--- src/rtl/seven_seg_scan.sv ---
// ----------------------------------------------------------------------------
// seven_seg_scan
//   Time-multiplexed scanner for a common-anode seven-segment display with
//   DIGITS digits. A prescaler divides clk down to one digit slot every
//   REFRESH_DIV cycles, and the active digit index steps through all digits.
//   The displayed value lives in a shadow register that is only updated at a
//   frame boundary, so a frame never shows a mix of old and new digits.
//
// Ports
//   clk         system clock, rising edge
//   rst         asynchronous active-high reset
//   en          1 = scanning, 0 = prescaler frozen and all anodes off
//   value       hex value, digit k = value[4k+3:4k]
//   load        single-cycle strobe that captures value/dp_in
//   dp_in       decimal point request per digit, active-high
//   blank_lz    1 = blank leading zero digits (digit 0 is never blanked)
//   nibble      hex code of the active digit, feeds the segment decoder
//   an          anode enables, active-low, at most one bit low
//   dp_n        decimal point of the active digit, active-low
//   frame_tick  one-cycle pulse after the last digit's slot ends
// ----------------------------------------------------------------------------
module seven_seg_scan #(
   parameter int DIGITS      = 4,
   parameter int REFRESH_DIV = 50000,
   parameter int CNT_W       = 16
) (
   input  logic                  clk,
   input  logic                  rst,
   input  logic                  en,
   input  logic [4*DIGITS-1:0]   value,
   input  logic                  load,
   input  logic [DIGITS-1:0]     dp_in,
   input  logic                  blank_lz,
   output logic [3:0]            nibble,
   output logic [DIGITS-1:0]     an,
   output logic                  dp_n,
   output logic                  frame_tick
);

   localparam int               IDX_W    = (DIGITS > 1) ? $clog2(DIGITS) : 1;
   localparam logic [CNT_W-1:0] CNT_LAST = CNT_W'(REFRESH_DIV - 1);
   localparam logic [IDX_W-1:0] IDX_LAST = IDX_W'(DIGITS - 1);

   // Prescaler and digit index
   logic [CNT_W-1:0]    cnt_reg;
   logic [IDX_W-1:0]    idx_reg;

   // Double buffer: pending capture and the shadow actually displayed
   logic [4*DIGITS-1:0] shadow_val_reg;
   logic [DIGITS-1:0]   shadow_dp_reg;
   logic [4*DIGITS-1:0] pend_val_reg;
   logic [DIGITS-1:0]   pend_dp_reg;
   logic                pend_reg;

   logic                tick;
   logic                frame_end;

   // Per-digit views of the shadow value
   logic [3:0]          digit_nib [DIGITS];
   logic [DIGITS-1:0]   upper_zero;   // digits k..DIGITS-1 are all zero
   logic [DIGITS-1:0]   blank;        // digit k is suppressed as a leading zero

   // Output register inputs
   logic [3:0]          nibble_next;
   logic [DIGITS-1:0]   an_next;
   logic                dp_n_next;
   logic                lit;

   // Gating with en keeps a frozen prescaler sitting on its last count from
   // repeatedly firing frame_end and consuming captures while disabled.
   assign tick      = en && (cnt_reg == CNT_LAST);
   assign frame_end = tick && (idx_reg == IDX_LAST);

   genvar gi;
   generate
      for (gi = 0; gi < DIGITS; gi++) begin : g_digit
         assign digit_nib[gi] = shadow_val_reg[4*gi +: 4];

         // Zero-suffix chain built from the most significant digit downwards
         if (gi == DIGITS - 1) begin : g_top
            assign upper_zero[gi] = (digit_nib[gi] == 4'h0);
         end else begin : g_chain
            assign upper_zero[gi] = (digit_nib[gi] == 4'h0) && upper_zero[gi+1];
         end

         if (gi == 0) begin : g_units
            assign blank[gi] = 1'b0;
         end else begin : g_upper
            assign blank[gi] = blank_lz && upper_zero[gi];
         end
      end
   endgenerate

   // A blanked digit still presents its nibble, but anode and dp stay dark.
   always_comb begin
      lit         = en && !blank[idx_reg];
      nibble_next = digit_nib[idx_reg];
      an_next     = '1;
      dp_n_next   = 1'b1;
      if (lit) begin
         an_next   = ~(DIGITS'(1) << idx_reg);
         dp_n_next = ~shadow_dp_reg[idx_reg];
      end
   end

   // Prescaler and digit index; both hold while en is low.
   always_ff @(posedge clk or posedge rst) begin
      if (rst) begin
         cnt_reg <= '0;
         idx_reg <= '0;
      end else if (tick) begin
         cnt_reg <= '0;
         idx_reg <= (idx_reg == IDX_LAST) ? '0 : idx_reg + IDX_W'(1);
      end else if (en) begin
         cnt_reg <= cnt_reg + CNT_W'(1);
      end
   end

   // Capture path. A load at the frame boundary bypasses the pending buffer
   // so it is shown from the very next frame; any older pending load is
   // superseded by it.
   always_ff @(posedge clk or posedge rst) begin
      if (rst) begin
         shadow_val_reg <= '0;
         shadow_dp_reg  <= '0;
         pend_val_reg   <= '0;
         pend_dp_reg    <= '0;
         pend_reg       <= 1'b0;
      end else if (frame_end) begin
         if (load) begin
            shadow_val_reg <= value;
            shadow_dp_reg  <= dp_in;
         end else if (pend_reg) begin
            shadow_val_reg <= pend_val_reg;
            shadow_dp_reg  <= pend_dp_reg;
         end
         pend_reg <= 1'b0;
      end else if (load) begin
         pend_val_reg <= value;
         pend_dp_reg  <= dp_in;
         pend_reg     <= 1'b1;
      end
   end

   // Registered pin drivers
   always_ff @(posedge clk or posedge rst) begin
      if (rst) begin
         nibble     <= 4'h0;
         an         <= '1;
         dp_n       <= 1'b1;
         frame_tick <= 1'b0;
      end else begin
         nibble     <= nibble_next;
         an         <= an_next;
         dp_n       <= dp_n_next;
         frame_tick <= frame_end;
      end
   end

endmodule
--- config.mk ---
export PLATFORM = sky130hd
export DESIGN_NAME = seven_seg_scan
export DESIGN_NICKNAME = d
export VERILOG_FILES = /design/src/rtl/seven_seg_scan.sv
export SDC_FILE = /design/constraint.sdc
export NUM_CORES = 1
export LEC_CHECK = 0
export ABC_AREA = 1
export CAP_MARGIN = 20
export CORE_MARGIN = 2
export CORE_UTILIZATION = 53
export CTS_BUF_LIST = sky130_fd_sc_hd__clkbuf_4 sky130_fd_sc_hd__clkbuf_8
export CTS_CLUSTER_DIAMETER = 80
export DETAILED_ROUTE_END_ITERATION = 7
export PLACE_DENSITY = 0.78
export SYNTH_ARGS = -nofsm -noshare
export SYNTH_HDL_FRONTEND = slang
export SYNTH_SLANG_ARGS = --single-unit
--- constraint.sdc ---
create_clock -name clk -period 2.07 [get_ports clk]
set_input_delay 0.414 -clock clk [delete_from_list [all_inputs] [get_ports clk]]
set_output_delay 0.414 -clock clk [all_outputs]
set_load 0.01 [all_outputs]
==> metrics.md <==
| Metric | Value |
|---|---|
| Register area share after synthesis | 50.0% |
| Max-cap viol count | 0 |
| Total CTS buffers | 9 |
| Final ANT Viol Nets | 0 |
| DP HPWL | 5.15 mm |
| Pin count of the biggest net entering global routing | between 40 and 50 |
| Main synth FF type | dfrtp_1 |
| Leak | 2.03 nW |
| Nets | 470 |
| Commonest cells post-synth | nand2_1 (118), dfrtp_1 (64), nor2_1 (41) |
| Critical path type | reg2out |
| Clk network pwr share | 36.0% |
| Hold slack | about 420 ps |
| Syn_nets | 437 |
| Internal power | 2.27 mW |
| Fmax | 0.555 GHz |
| GRT Util Overall | ~23% |
| Worst-Margin Slew | around 460 ps |
| CTS tree | built |
| XOR/XNOR Fraction of Synth Area | between 1 and 1.5% |
| Mean post-synth cell area | 8.52 um2 |
| Reg2reg start | idx_reg[0] |
| Max Slew Vio Count | 0 |
| Critical path required time | 1660 ps |
| Longest Clk Path Bufs | 2 |
| Post-CTS setup buffer count | 0 |
| Routed vias/inst | about 5.5 |
| Die H | 84.9 um |
| Power Density | 767 nW/um2 |
| DRC | 0 |
| Drt wl/cell | 14.2 um |
| Iter 0 DRT Violations | 279 |
| Worst Skew | 12.1 ps |
| Starting Density | 54.6% |
| CORE AREA | 6350 um2 |
| R2R setup slack | ~340 ps |
| I/O pins | 35 |
| Clock net sink count | 69 |
| RSZ-0062 raised after global routing | false |
| Dpl ws | 110 ps |
| Crit path cell chain | clkdlybuf4s50_1 |
| Netlist cell types | 30 |
| Dominant cells by area after synthesis | dfrtp_1 (46%), nand2_1 (13%), mux2_2 (6.5%) |
| First-pass GRT wire length | 13.0 mm |
| Share of cells above drive strength 1 | 13.7% |
| N_diodes | 0 |
| Routed Wire Length | 7.39 mm |
| Psw | 0.887 mW |
| Die X | 84.9 um |
| Top-count cell post-synth | nand2_1 |
| Status | finished, final reports clean |
| Max incr delay on CP | 520 ps |
| Post-Synth Simple-Gate Area | 30.1% |
| Worst Path Arrival | 1390 ps |
| Router iterations before antenna repair | 5 |
| Fraction of synthesized area in multiplexers | 6.49% |
| CP max stage cell | dfstp_2 |
| Clock root buffer | clkbuf_8 |
| Vias in the first global route | 2,796 |
| Hold-fix buffers, CTS | 0 |
| Worst VDD drop | 0.535 mV |
| Synth Area in Compound Gates | about 4% |
| Gate Count Post-Synth | 407 |
| Placed Cells | 506 |
| Cell taking the most area after synthesis | dfrtp_1 |
| Sequential share of power | 49.7% |
| Switching share of power | 28.1% |
| Synthesized flop and latch total | between 60 and 70 |
| Final Non-Filler Cells | 522 |
| Final hold vios | 0 |
| R2R depth | 5 |
| Combinational cell fraction of total power | 14.2% |
| Ys async rst share | 100% |
| Worst hold path type | in2async |
| Yosys warns | 0 |
| Area grow syn2layout | 18.5% |
| Vias | around 2,900 |
| Worst-path clk slew | 80 ps |
| Peak fanout along the critical path | 1 |
| CP endpoint kind | output port |
| Reg-to-Reg End | pend_val_reg[4] |
| Power Total | 3.15 mW |
| Synthesized area | 3470 um2 |
| Crit path time final | 1800 ps |
| Critical path's top delay family | flip-flops |
| Port bufs | 34 |
| Rel. slew slack | 69.0% |
| Synth top area share | 46.2% |
| Final period util | 87.0% |
| Largest family of logic cells by synthesized area | simple AND/OR/NAND/NOR gates |
| Clk_lat worst skew | between 300 and 400 ps |
| Startpoint Class | register |
| Final setup vio count | 0 |
| Post-synth EDFFs | 0 |
| Post-CTS resize count | 0 |
| Setup tns final | 0 ps |
| Final setup margin | ~270 ps |
| GP Congestion | 0.892 |
| # rows | 29 |
| Synth Area in Adders | 1.80% |
| CTS HTree Levels | 3 |
| Antenna violations before repair | 0 |
| Remaining Overflow, GRT | 0 |
| Buffers and inverters on the worst path | 1 |
| Die Footprint | roughly 7200 um2 |
## power groups by stage
| stage | sequential (mW) | combinational [mW] | clock [mW] |
|---|---|---|---|
| 2_1_floorplan | 1.57 | 0.326 | 0 |
| 3_3_place_gp | 1.59 | 0.433 | 0 |
| 3_5_place_dp | 1.59 | 0.447 | 0 |
| 4_1_cts | 1.57 | 0.452 | 1.15 |
| 5_1_grt | 1.58 | 0.514 | 1.22 |
| 6_report | 1.57 | 0.449 | 1.14 |
## logic make-up (layout without fill, tap and decap cells)
kind of cell | after synthesis | count (layout)
fa+ha+maj | 5 | 5
buf+inv | 47 | 85
compound gates | 26 | 26
simple gates | 235 | 235
xor+xnor | 5 | 5
mux | 20 | 20
flops | 69 | 69
## worst max path at each step
| stage | cells after the start | to | from |
|---|---|---|---|
| final | 1 | an[2] | an[2] |
| after global routing | 5 | pend_val_reg[13] | idx_reg[0] |
| after CTS | 1 | an[2] | an[2] |
| after detailed placement | 7 | pend_val_reg[4] | en |
| after global placement | 7 | pend_val_reg[15] | en |
| after floorplan | 9 | pend_dp_reg[0] | cnt_reg[0] |
## cell type report
type	instances	area (um2)
sequential	69	1730
clock buffer	11	145
fill	505	2240
tap	77	96.3
clock inverter	5	58.8
inverter	25	97.6
multi-input combinational	291	1520
timing repair buffer	44	465
## worst reg2reg max path, cell delays in order, from the launching register on
cell     delay [ps]
dfrtp_1         570
ha_1            460
nand3_2         140
nand2_2         310
nand2_1         110
nand2_1          80
## layout by cell type, fill, tap and decap left out, drive strengths merged, types with 10 or more instances in the layout
cell           Yosys  layout
o21ai             16      16
inv               25      25
nand4             23      23
nand2            119     119
clkbuf             7      11
nand3             39      39
buf               15      10
clkdlybuf4s50      0      34
mux2              20      20
dfrtp             64      64
nor2              45      45
## stage by stage
step	instance area, um2	util, %
2_1_floorplan	3470	-
3_3_place_gp	3910	61.5
3_5_place_dp	3910	61.5
4_1_cts	4110	64.7
5_1_grt	4110	64.7
6_report	4110	64.7
## per-layer routing
metal  share of wire [%]  GRT usage (%)  vias up
li1                    -              -     1406
met1                  46           31.9     1351
met2                  46           35.3       97
met3                 5.4           4.47       17
met4                 2.0           8.51        0
met5                   0              0        -
No activity file was read; power rests on OpenSTA's default activity.
